$ cat src/rtl/alu_pkg.sv
// Shared ALU definitions: data width, opcode encodings and flag bit positions.
package alu_pkg;

    localparam int ALU_DATA_W = 16;
    localparam int FLAG_W     = 3;

    typedef enum logic [2:0] {
        OP_ADD = 3'b000,
        OP_SUB = 3'b001,
        OP_AND = 3'b010,
        OP_OR  = 3'b011,
        OP_XOR = 3'b100,
        OP_SHL = 3'b101,
        OP_SHR = 3'b110,
        OP_SLT = 3'b111
    } alu_op_e;

    localparam int FLAG_Z = 0;
    localparam int FLAG_N = 1;
    localparam int FLAG_V = 2;

    // Packs the individual ALU flags into the {overflow, negative, zero} vector.
    function automatic logic [FLAG_W-1:0] pack_flags(input logic v, input logic n, input logic z);
        logic [FLAG_W-1:0] f;
        f         = 3'b000;
        f[FLAG_V] = v;
        f[FLAG_N] = n;
        f[FLAG_Z] = z;
        return f;
    endfunction

endpackage

$ cat src/rtl/alu_result_buffer_if.sv
// Consumer-side valid/ready bus carrying buffered ALU results and flags.
interface alu_result_buffer_if
    import alu_pkg::*;
#(
    parameter int DATA_W = ALU_DATA_W
);
    logic              out_valid;
    logic              out_ready;
    logic [DATA_W-1:0] out_result;
    logic [FLAG_W-1:0] out_flags;

    modport master (output out_valid, output out_result, output out_flags, input out_ready);
    modport slave  (input out_valid, input out_result, input out_flags, output out_ready);
endinterface

$ cat src/rtl/alu_result_buffer_chk.sv
// Simulation-only invariants for the result buffer occupancy and credit bookkeeping.
module alu_result_buffer_chk #(
    parameter int DEPTH = 8,
    parameter int PTR_W = 3
) (
    input logic         clk,
    input logic         rst_n,
    input logic [PTR_W:0] count,
    input logic [PTR_W:0] reserved,
    input logic         out_valid,
    input logic         pop,
    input logic         drop_err
);
    localparam logic [PTR_W:0] DEPTH_C = (PTR_W+1)'(DEPTH);

    a_count_max: assert property (@(posedge clk) disable iff (!rst_n) count <= DEPTH_C);
    // Once a protocol violation is flagged the credit accounting no longer reflects the data.
    a_reserved_covers_count: assert property (@(posedge clk) disable iff (!rst_n || drop_err) reserved >= count);
    a_pop_needs_valid: assert property (@(posedge clk) disable iff (!rst_n) pop |-> out_valid);
endmodule

$ cat src/rtl/alu_rsp_mem.sv
// Result storage: register array with one synchronous write port and an asynchronous read port.
module alu_rsp_mem #(
    parameter int WIDTH = 19,
    parameter int DEPTH = 8,
    localparam int AW   = $clog2(DEPTH)
) (
    input  logic             clk,
    input  logic             wr_en,
    input  logic [AW-1:0]    wr_addr,
    input  logic [WIDTH-1:0] wr_data,
    input  logic [AW-1:0]    rd_addr,
    output logic [WIDTH-1:0] rd_data
);
    logic [WIDTH-1:0] mem_q [DEPTH];

    // Entry contents need no reset; validity is tracked by the pointers and count.
    always_ff @(posedge clk) begin
        if (wr_en) begin
            mem_q[wr_addr] <= wr_data;
        end
    end

    assign rd_data = mem_q[rd_addr];
endmodule

$ cat src/rtl/alu_result_buffer.sv
// FWFT result buffer behind a stall-free ALU, with credit-based issue throttling.
module alu_result_buffer
    import alu_pkg::*;
#(
    parameter int DATA_W = ALU_DATA_W,
    parameter int DEPTH  = 8,
    localparam int PTR_W = $clog2(DEPTH)
) (
    input  logic              clk,
    input  logic              rst_n,
    input  logic              issue_fire,
    input  logic              alu_valid,
    input  logic [DATA_W-1:0] alu_result,
    input  logic              alu_zero,
    input  logic              alu_negative,
    input  logic              alu_overflow,
    output logic              credit_ok,
    alu_result_buffer_if.master out_if,
    output logic [PTR_W:0]    count,
    output logic              drop_err,
    input  logic              clr_err
);
    localparam int             ENT_W   = DATA_W + FLAG_W;
    localparam logic [PTR_W:0] DEPTH_C = (PTR_W+1)'(DEPTH);
    localparam logic [PTR_W:0] ONE_C   = (PTR_W+1)'(1);
    localparam logic [PTR_W-1:0] PTR_ONE = PTR_W'(1);

    logic [PTR_W-1:0] wr_ptr_q, wr_ptr_d, rd_ptr_q, rd_ptr_d;
    logic [PTR_W:0]   count_q, count_d, reserved_q, reserved_d;
    logic             drop_err_q, drop_err_d;
    logic             out_valid_s, credit_ok_s, pop_s, full_s, wr_en_s;
    logic             beat_drop_s, issue_ok_s, issue_viol_s;
    logic [ENT_W-1:0] wr_data_s, rd_data_s;

    assign out_valid_s = (count_q != {(PTR_W+1){1'b0}});
    assign credit_ok_s = (reserved_q < DEPTH_C);
    assign wr_data_s   = {pack_flags(alu_overflow, alu_negative, alu_zero), alu_result};

    // Handshake decode, pointer/count/credit next state and sticky error update.
    always_comb begin
        pop_s        = out_valid_s & out_if.out_ready;
        full_s       = (count_q == DEPTH_C);
        wr_en_s      = alu_valid & (~full_s | pop_s);
        beat_drop_s  = alu_valid & full_s & ~pop_s;
        issue_ok_s   = issue_fire & credit_ok_s;
        issue_viol_s = issue_fire & ~credit_ok_s;

        if (wr_en_s) begin
            wr_ptr_d = wr_ptr_q + PTR_ONE;
        end else begin
            wr_ptr_d = wr_ptr_q;
        end

        if (pop_s) begin
            rd_ptr_d = rd_ptr_q + PTR_ONE;
        end else begin
            rd_ptr_d = rd_ptr_q;
        end

        case ({wr_en_s, pop_s})
            2'b10:   count_d = count_q + ONE_C;
            2'b01:   count_d = count_q - ONE_C;
            default: count_d = count_q;
        endcase

        // Credits come back only when the consumer takes an entry.
        case ({issue_ok_s, pop_s})
            2'b10:   reserved_d = reserved_q + ONE_C;
            2'b01:   reserved_d = reserved_q - ONE_C;
            default: reserved_d = reserved_q;
        endcase

        if (beat_drop_s | issue_viol_s) begin
            drop_err_d = 1'b1;
        end else if (clr_err) begin
            drop_err_d = 1'b0;
        end else begin
            drop_err_d = drop_err_q;
        end
    end

    // State registers with synchronous active-low reset.
    always_ff @(posedge clk) begin
        if (!rst_n) begin
            wr_ptr_q   <= {PTR_W{1'b0}};
            rd_ptr_q   <= {PTR_W{1'b0}};
            count_q    <= {(PTR_W+1){1'b0}};
            reserved_q <= {(PTR_W+1){1'b0}};
            drop_err_q <= 1'b0;
        end else begin
            wr_ptr_q   <= wr_ptr_d;
            rd_ptr_q   <= rd_ptr_d;
            count_q    <= count_d;
            reserved_q <= reserved_d;
            drop_err_q <= drop_err_d;
        end
    end

    alu_rsp_mem #(
        .WIDTH (ENT_W),
        .DEPTH (DEPTH)
    ) u_mem (
        .clk     (clk),
        .wr_en   (wr_en_s),
        .wr_addr (wr_ptr_q),
        .wr_data (wr_data_s),
        .rd_addr (rd_ptr_q),
        .rd_data (rd_data_s)
    );

    alu_result_buffer_chk #(
        .DEPTH (DEPTH),
        .PTR_W (PTR_W)
    ) u_chk (
        .clk       (clk),
        .rst_n     (rst_n),
        .count     (count_q),
        .reserved  (reserved_q),
        .out_valid (out_valid_s),
        .pop       (pop_s),
        .drop_err  (drop_err_q)
    );

    assign out_if.out_valid  = out_valid_s;
    assign out_if.out_result = rd_data_s[DATA_W-1:0];
    assign out_if.out_flags  = rd_data_s[DATA_W +: FLAG_W];
    assign credit_ok         = credit_ok_s;
    assign count             = count_q;
    assign drop_err          = drop_err_q;
endmodule

$ cat src/flat_wrapper.sv
// flat-port wrapper written by rule: the top's interface ports become plain ports
module alu_result_buffer_flat import alu_pkg::*;
#(
    parameter int DATA_W = ALU_DATA_W,
    parameter int DEPTH  = 8,
    localparam int PTR_W = $clog2(DEPTH)
)
  (clk, rst_n, issue_fire, alu_valid, alu_result, alu_zero, alu_negative, alu_overflow, credit_ok, count, drop_err, clr_err, out_if_out_valid, out_if_out_result, out_if_out_flags, out_if_out_ready);
  alu_result_buffer_if #(.DATA_W(DATA_W)) out_if_i ();
  input  logic clk;
  input  logic rst_n;
  input  logic issue_fire;
  input  logic alu_valid;
  input  logic [DATA_W-1:0] alu_result;
  input  logic alu_zero;
  input  logic alu_negative;
  input  logic alu_overflow;
  output logic credit_ok;
  output logic [PTR_W:0] count;
  output logic drop_err;
  input  logic clr_err;
  output wire logic [$bits(out_if_i.out_valid)-1:0] out_if_out_valid;
  output wire logic [$bits(out_if_i.out_result)-1:0] out_if_out_result;
  output wire logic [$bits(out_if_i.out_flags)-1:0] out_if_out_flags;
  input wire logic [$bits(out_if_i.out_ready)-1:0] out_if_out_ready;
  assign out_if_out_valid = out_if_i.out_valid;
  assign out_if_out_result = out_if_i.out_result;
  assign out_if_out_flags = out_if_i.out_flags;
  assign out_if_i.out_ready = out_if_out_ready;
  alu_result_buffer #(.DATA_W(DATA_W), .DEPTH(DEPTH)) u_core (.clk(clk), .rst_n(rst_n), .issue_fire(issue_fire), .alu_valid(alu_valid), .alu_result(alu_result), .alu_zero(alu_zero), .alu_negative(alu_negative), .alu_overflow(alu_overflow), .credit_ok(credit_ok), .out_if(out_if_i), .count(count), .drop_err(drop_err), .clr_err(clr_err));
endmodule
$ cat config.mk
export PLATFORM = sky130hd
export DESIGN_NAME = alu_result_buffer_flat
export DESIGN_NICKNAME = d
export VERILOG_FILES = /design/src/rtl/alu_pkg.sv /design/src/rtl/alu_result_buffer_if.sv /design/src/rtl/alu_result_buffer_chk.sv /design/src/rtl/alu_rsp_mem.sv /design/src/rtl/alu_result_buffer.sv /design/src/flat_wrapper.sv
export SDC_FILE = /design/constraint.sdc
export NUM_CORES = 1
export LEC_CHECK = 0
export CORE_MARGIN = 2
export CORE_UTILIZATION = 50
export CTS_CLUSTER_SIZE = 12
export DETAILED_ROUTE_END_ITERATION = 8
export GPL_ROUTABILITY_DRIVEN = 0
export PLACE_DENSITY_LB_ADDON = 0.15
export SLEW_MARGIN = 10
export SYNTH_ARGS = -nofsm -noshare
export SYNTH_HDL_FRONTEND = slang
export SYNTH_HIERARCHICAL = 1
export SYNTH_SLANG_ARGS = --single-unit
$ cat constraint.sdc
create_clock -name clk -period 6.7 [get_ports clk]
set_input_delay 1.34 -clock clk [delete_from_list [all_inputs] [get_ports clk]]
set_output_delay 1.34 -clock clk [all_outputs]
set_load 0.05 [all_outputs]
==> results of run 1 <==
==> per-stage QoR <==
stage | utilization | total power [mW] | hold slack, ns
global route | 0.610 | 2.99 | 0.515
detailed placement | 0.566 | 1.96 | 0.475
global placement | 0.566 | 1.95 | 0.461
finish | 0.610 | 2.88 | 0.481
floorplan | - | 1.78 | 0.448
CTS | 0.610 | 2.91 | 0.484
==> routing by layer <==
metal / global-route usage / up-vias / wire length (um)
met5: 0 / - / 0
met4: 0.0661 / 0 / 162
met3: 0.0481 / 14 / 430
met2: 0.298 / 72 / 6090
met1: 0.229 / 1737 / 5240
li1: - / 1506 / -
==> registers in the layout, summed over array words and instances, names as in the netlist <==
register,count
u_core/u_mem/mem_q,152
u_core/reserved_q,4
u_core/drop_err,1
u_core/rd_ptr_q,3
u_core/wr_ptr_q,3
u_core/count,4
==> worst paths after layout <==
check | startpoint | endpoint | slack [ns] | depth (start not counted)
worst max-delay path | u_core/rd_ptr_q[0]$_SDFFE_PN0N_ | out_if_out_result[2] | 2.00 | 4
worst min register to register | u_core/reserved_q[3]$_SDFFE_PN0P_ | u_core/reserved_q[3]$_SDFFE_PN0P_ | 0.48 | 2
worst min-delay path | u_core/reserved_q[3]$_SDFFE_PN0P_ | u_core/reserved_q[3]$_SDFFE_PN0P_ | 0.48 | 2
worst max register to register | u_core/count[2]$_SDFFE_PN0P_ | u_core/u_mem/mem_q[4][13]$_DFFE_PP_ | 4.03 | 6
==> cell usage after synthesis (all sizes together) (3+ instances only) <==
library cell | instances | share of area
mux4 | 38 | 0.13
ha | 6 | 0.011
buf | 14 | 0.017
edfxtp | 152 | 0.67
or3 | 3 | 0.0035
nand2b | 5 | 0.0046
o21ai | 4 | 0.0040
nor2 | 19 | 0.010
mux2 | 19 | 0.041
dfxtp | 15 | 0.044
a21oi | 4 | 0.0029
xor2 | 10 | 0.013
inv | 8 | 0.0044
nand2 | 8 | 0.0044
mux2i | 6 | 0.0088
==> area by class of cell <==
type / instances / share of cell area
Sequential cell: 167 / 0.600
Multi-Input combinational cell: 148 / 0.225
Clock buffer: 18 / 0.0529
Clock inverter: 14 / 0.0196
Tap cell: 176 / 0.0271
Inverter: 8 / 0.00370
Timing Repair Buffer: 61 / 0.0719
==> critical path, delay by kind of cell, from the launching register on <==
family,cells,cell delay (ns)
buffers and inverters,2,1.13
DFF,1,0.93
muxes,2,0.87
==> cell families (layout without fill, tap and decap cells) <==
logic type / after synthesis / in the layout
multiplexers: 63 / 63
flip-flops: 167 / 167
AO/OA/AOI/OAI: 20 / 20
XOR/XNOR: 11 / 11
buffers and inverters: 24 / 101
adder cells (fa/ha/maj): 6 / 6
AND/OR/NAND/NOR: 48 / 48
==> power groups by stage <==
stage	sequential (mW)	combinational, mW	clock (mW)
2_1_floorplan	1.26	0.521	0
3_3_place_gp	1.28	0.661	0
3_5_place_dp	1.29	0.672	0
4_1_cts	1.26	0.674	0.968
5_1_grt	1.27	0.711	1.01
6_report	1.26	0.665	0.955
==> results.toml, run 1 <==
[power]
p_clk_frac = 0.331
net-switching-power_uw = 810
cellLeakagePower_nw = 2.67
internal_power_mw = 2.07
cellPowerDensity_nw_per_um2 = 355
swShare = 0.281
relative_contribution_of_combinational_cells_to_total_power = 0.231
peakVddDrop_mv = 0.184
seq_power_share = 0.438

[clocking]
clock-root-buffer = "sky130_fd_sc_hd__clkbuf_16"
post_cts_buffers = 0
cts_htree_levels = 4
tritoncts_num_sinks = 167
tritoncts_clock_tree = "built"
clock_tree.buffer_depth = 2
number_of_buffers_inserted_for_hold_repair_after_clock_tree_synthesis = 0
cts-resized-gates = 0
cts-buffers-inserted = 17
clk_latency_ns = 0.42
cts.reportedPaths.clkPinSlew_ns = 0.06

[yosys]
synth-adder-area-share = 0.0110
postSynthRegisterBits = 167
syn_nets = 370
synth-compound-area-share = 0.0224
synth.yosys.warnings = 6
synth.avg_cell_area_um2 = 20.1
dominant_combinational_cell_family_by_area_after_synthesis = "multiplexers"
netlist-cell-type-count = 43
asyncSetResetFlopFracSynth = 0
post_synth_inst_count = 339
synth.cell_area_um2 = 6820
synth_xor_xnor_area_share = 0.0141
post_synth_mux_area_share = 0.181
synth.yosys.seq_area_share = 0.714
synth-simple-area-share = 0.0362
synth_edf_count = 152
synth_flop_cell = "sky130_fd_sc_hd__edfxtp_1"

[setup_path]
worst-endpoint-arrival_ns = 3.36
timing.critical_path.slowest_cell_delay_ns = 0.93
crit_path_end_kind = "output pin"
critPathSlowestCell = "sky130_fd_sc_hd__dfxtp_2"
startpoint_type = "flip-flop"
timing.setup.critical_path_class = "flip-flop to output pin"
maximum_fanout_encountered_on_the_critical_timing_path = 27
cp.required_ns = 5.36
path_cells = "buf_4 > mux4_1 > mux2_4 > clkdlybuf4s50_1"

[drt]
iteration_0_drc_count_of_the_detailed_router = 293
totalWireLength_um = 11900
drtAntennaViolNets = 0
routed-via-count = 3329
routed_via_density = 5.62
drt_pre_antenna_iters = 4
drt_drc_violations_left = 0
drt-wirelength-per-cell_um = 20.1

[place]
post-dp-hpwl_um = 7310
dp_slack_ns = 2.34
place.port_buffers = 50
placedInstanceArea_um2 = 7530
placedCellCount = 560

[floorplan]
initial_core_util = 0.513
die_y_um = 121
fp-row-count = 42
io-pin-count = 51
core_area_um2 = 13300
fp.dieW_um = 121
dieArea_um2 = 14600

[layout]
layout.cells.most_common = "sky130_fd_sc_hd__edfxtp_1"
final_cells = 592
post_route_cells_drive_above_1_share = 0.243
multiInputGateArea_um2 = 1830
diode_count = 0
num-fill-cells = 965
fin_area_um2 = 8110
register_area_um2 = 4870
top_library_cells_by_usage_in_the_layout_fill_and_taps_aside = "sky130_fd_sc_hd__edfxtp_1, sky130_fd_sc_hd__clkdlybuf4s50_1, sky130_fd_sc_hd__mux4_2"
finalNetCount = 434
area.growth.synth_to_final_pct = 19.0

[sta]
final_period_minus_worst_setup_slack_ns = 4.70
fin_skew_ns = 0.00623
fin_setup_tns_ns = 0
period_share = 0.701
finalHoldViolations = 0
achievable-frequency_ghz = 0.213
worst_slack_ns = 2.00
rsz0062_at_grt = "no"
report.final.slew_viol_count = 0
final-setup-viol-count = 0
max_slew.worst_pin.slew_ns = 0.973
rel_slew_slack = 0.348

[global_routing]
gr-usage-all-layers = 0.180
grt_antenna_before_repair = 0
globalRoute.totalOverflow = 0
grt_max_degree = 37
via_count_of_the_first_global_routing_pass = 3500
grt_first_pass_wirelength_um = 19000

[outcome]
run_status = "complete, no violations"

[job]
max-cap-violations = 0

[min_path]
hold_crit_path_type = "flip-flop to flip-flop"
(Power assumes the default switching activity.)
==> run 2, diff against run 1 <==
- clock period: 6.7 -> 4.2 ns (I/O delays scaled with it)
==> run 2 against run 1 <==
  * Sequential power increased by 57%
  * Register-to-register slack got worse by 2.4 ns
  * Total power rose by 65%
  * Largest power group unchanged
==> results.toml, run 2 (same netlist as run 1, synthesis figures left out) <==
[power]
cellLeakagePower_nw = 2.72
cellPowerDensity_nw_per_um2 = 582
peakVddDrop_mv = 0.272
net-switching-power_mw = 1.32
p_clk_frac = 0.352
seq_power_share = 0.416
swShare = 0.277
relative_contribution_of_combinational_cells_to_total_power = 0.231
power_mw = 4.77
internal_power_mw = 3.45

[layout]
largest-register = "u_core/u_mem/mem_q"
diode_count = 0
finalNetCount = 434
num-fill-cells = 959
layout.cells.most_common = "sky130_fd_sc_hd__edfxtp_1"
top_library_cells_by_usage_in_the_layout_fill_and_taps_aside = "sky130_fd_sc_hd__edfxtp_1, sky130_fd_sc_hd__clkdlybuf4s50_1, sky130_fd_sc_hd__mux4_2"
area.growth.synth_to_final_pct = 20.3
final_cells = 592
fin_area_um2 = 8200
reg.largest.list = "u_core/u_mem/mem_q x152, u_core/count x4, u_core/reserved_q x4"
number_of_flip_flops_under_the_largest_register_name = 152
post_route_cells_drive_above_1_share = 0.255

[global_routing]
grt_first_pass_wirelength_um = 18700
gr-usage-all-layers = 0.178
via_count_of_the_first_global_routing_pass = 3446
grt_max_degree = 33
globalRoute.totalOverflow = 0
grt_antenna_before_repair = 0

[drt]
drt-wirelength-per-cell_um = 20.1
drtAntennaViolNets = 0
routed_via_density = 5.62
iteration_0_drc_count_of_the_detailed_router = 222
drt_pre_antenna_iters = 4
drt_drc_violations_left = 0
totalWireLength_um = 11900
routed-via-count = 3329

[setup_path]
worst-endpoint-arrival_ns = 2.83
worstReg2RegStart = "u_core/count[1]$_SDFFE_PN0P_"
cp.required_ns = 3.36
maximum_fanout_encountered_on_the_critical_timing_path = 32
startpoint_type = "flip-flop"
critPathLaunch = "u_core/rd_ptr_q[0]$_SDFFE_PN0N_"
crit_path_end_kind = "output pin"
timing.setup.critical_path_class = "flip-flop to output pin"

[clocking]
post_cts_buffers = 0
cts.reportedPaths.clkPinSlew_ns = 0.06
clk_latency_ns = 0.42
tritoncts_num_sinks = 167
number_of_buffers_inserted_for_hold_repair_after_clock_tree_synthesis = 0
tritoncts_clock_tree = "built"
cts-resized-gates = 0
clock_tree.buffer_depth = 2
cts-buffers-inserted = 17
clock-root-buffer = "sky130_fd_sc_hd__clkbuf_16"
cts_htree_levels = 4

[place]
post-dp-hpwl_um = 6640
place.port_buffers = 50
placedCellCount = 560
placedInstanceArea_um2 = 7550

[sta]
rsz0062_at_grt = "no"
final-setup-viol-count = 0
final_period_minus_worst_setup_slack_ns = 3.67
rel_slew_slack = 0.661
max_slew.worst_pin.slew_ns = 0.508
fin_skew_ns = 0.00725
achievable-frequency_ghz = 0.272
fin_setup_tns_ns = 0
finalHoldViolations = 0
period_share = 0.875
report.final.slew_viol_count = 0

[min_path]
hold_crit_path_type = "flip-flop to flip-flop"
hold_crit_start = "u_core/reserved_q[3]$_SDFFE_PN0P_"

[floorplan]
core_area_um2 = 13300
fp.dieW_um = 121
die_y_um = 121
io-pin-count = 51
dieArea_um2 = 14600
initial_core_util = 0.513
fp-row-count = 42

[outcome]
run_status = "complete, no violations"

[job]
max-cap-violations = 0
==> run 2: layer usage <==
layer | up-vias | global-route usage | routed length (um)
met5 | - | 0 | 0
met4 | 0 | 0.0719 | 157
met3 | 12 | 0.0415 | 412
met2 | 73 | 0.289 | 6050
met1 | 1725 | 0.234 | 5270
li1 | 1519 | - | -
==> run 2: worst max-delay path, stage by stage, from the launching register on <==
cell                              delay, ns
sky130_fd_sc_hd__dfxtp_2               0.51
sky130_fd_sc_hd__buf_12                0.31
sky130_fd_sc_hd__mux4_1                0.59
sky130_fd_sc_hd__mux2_4                0.29
sky130_fd_sc_hd__clkdlybuf4s50_1       0.70
==> run 2: path summary, 6_finish.rpt <==
kind | to | slack, ns | cells after the start
max | out_if_out_result[4] | 0.53 | 4
max reg2reg | u_core/reserved_q[2]$_SDFFE_PN0P_ | 1.64 | 10
min | u_core/reserved_q[3]$_SDFFE_PN0P_ | 0.51 | 2
min reg2reg | u_core/reserved_q[3]$_SDFFE_PN0P_ | 0.51 | 2
==> run 2: final cells by class <==
cell class / instances / area, um^2 / share of cell area
Clock buffer: 17 / 425 / 0.0519
Clock inverter: 15 / 224 / 0.0273
Inverter: 8 / 30.0 / 0.00366
Multi-Input combinational cell: 148 / 1830 / 0.223
Sequential cell: 167 / 4870 / 0.593
Tap cell: 176 / 220 / 0.0269
Timing Repair Buffer: 61 / 608 / 0.0742
==> run 2: power by group through the flow <==
stage          sequential, mW  clock [mW]  combinational (mW)
2_1_floorplan            2.01           0               0.831
3_3_place_gp             2.02           0                1.10
3_5_place_dp             2.02           0                1.11
4_1_cts                  1.98        1.71                1.12
5_1_grt                  2.00        1.77                1.18
6_report                 1.98        1.68                1.10
==> run 2: stage by stage <==
step	hold WS [ns]	worst slack, ns	util
6_report	0.506	0.525	0.617
5_1_grt	0.546	0.412	0.617
4_1_cts	0.498	0.465	0.617
3_5_place_dp	0.491	0.943	0.568
3_3_place_gp	0.466	0.946	0.568
2_1_floorplan	0.448	1.11	-
==> run 3, diff against run 2 <==
- SETUP_SLACK_MARGIN: unset -> 0.2
==> results of run 3 <==
No change in the layout: final DEF, timing and power equal those of run 2.
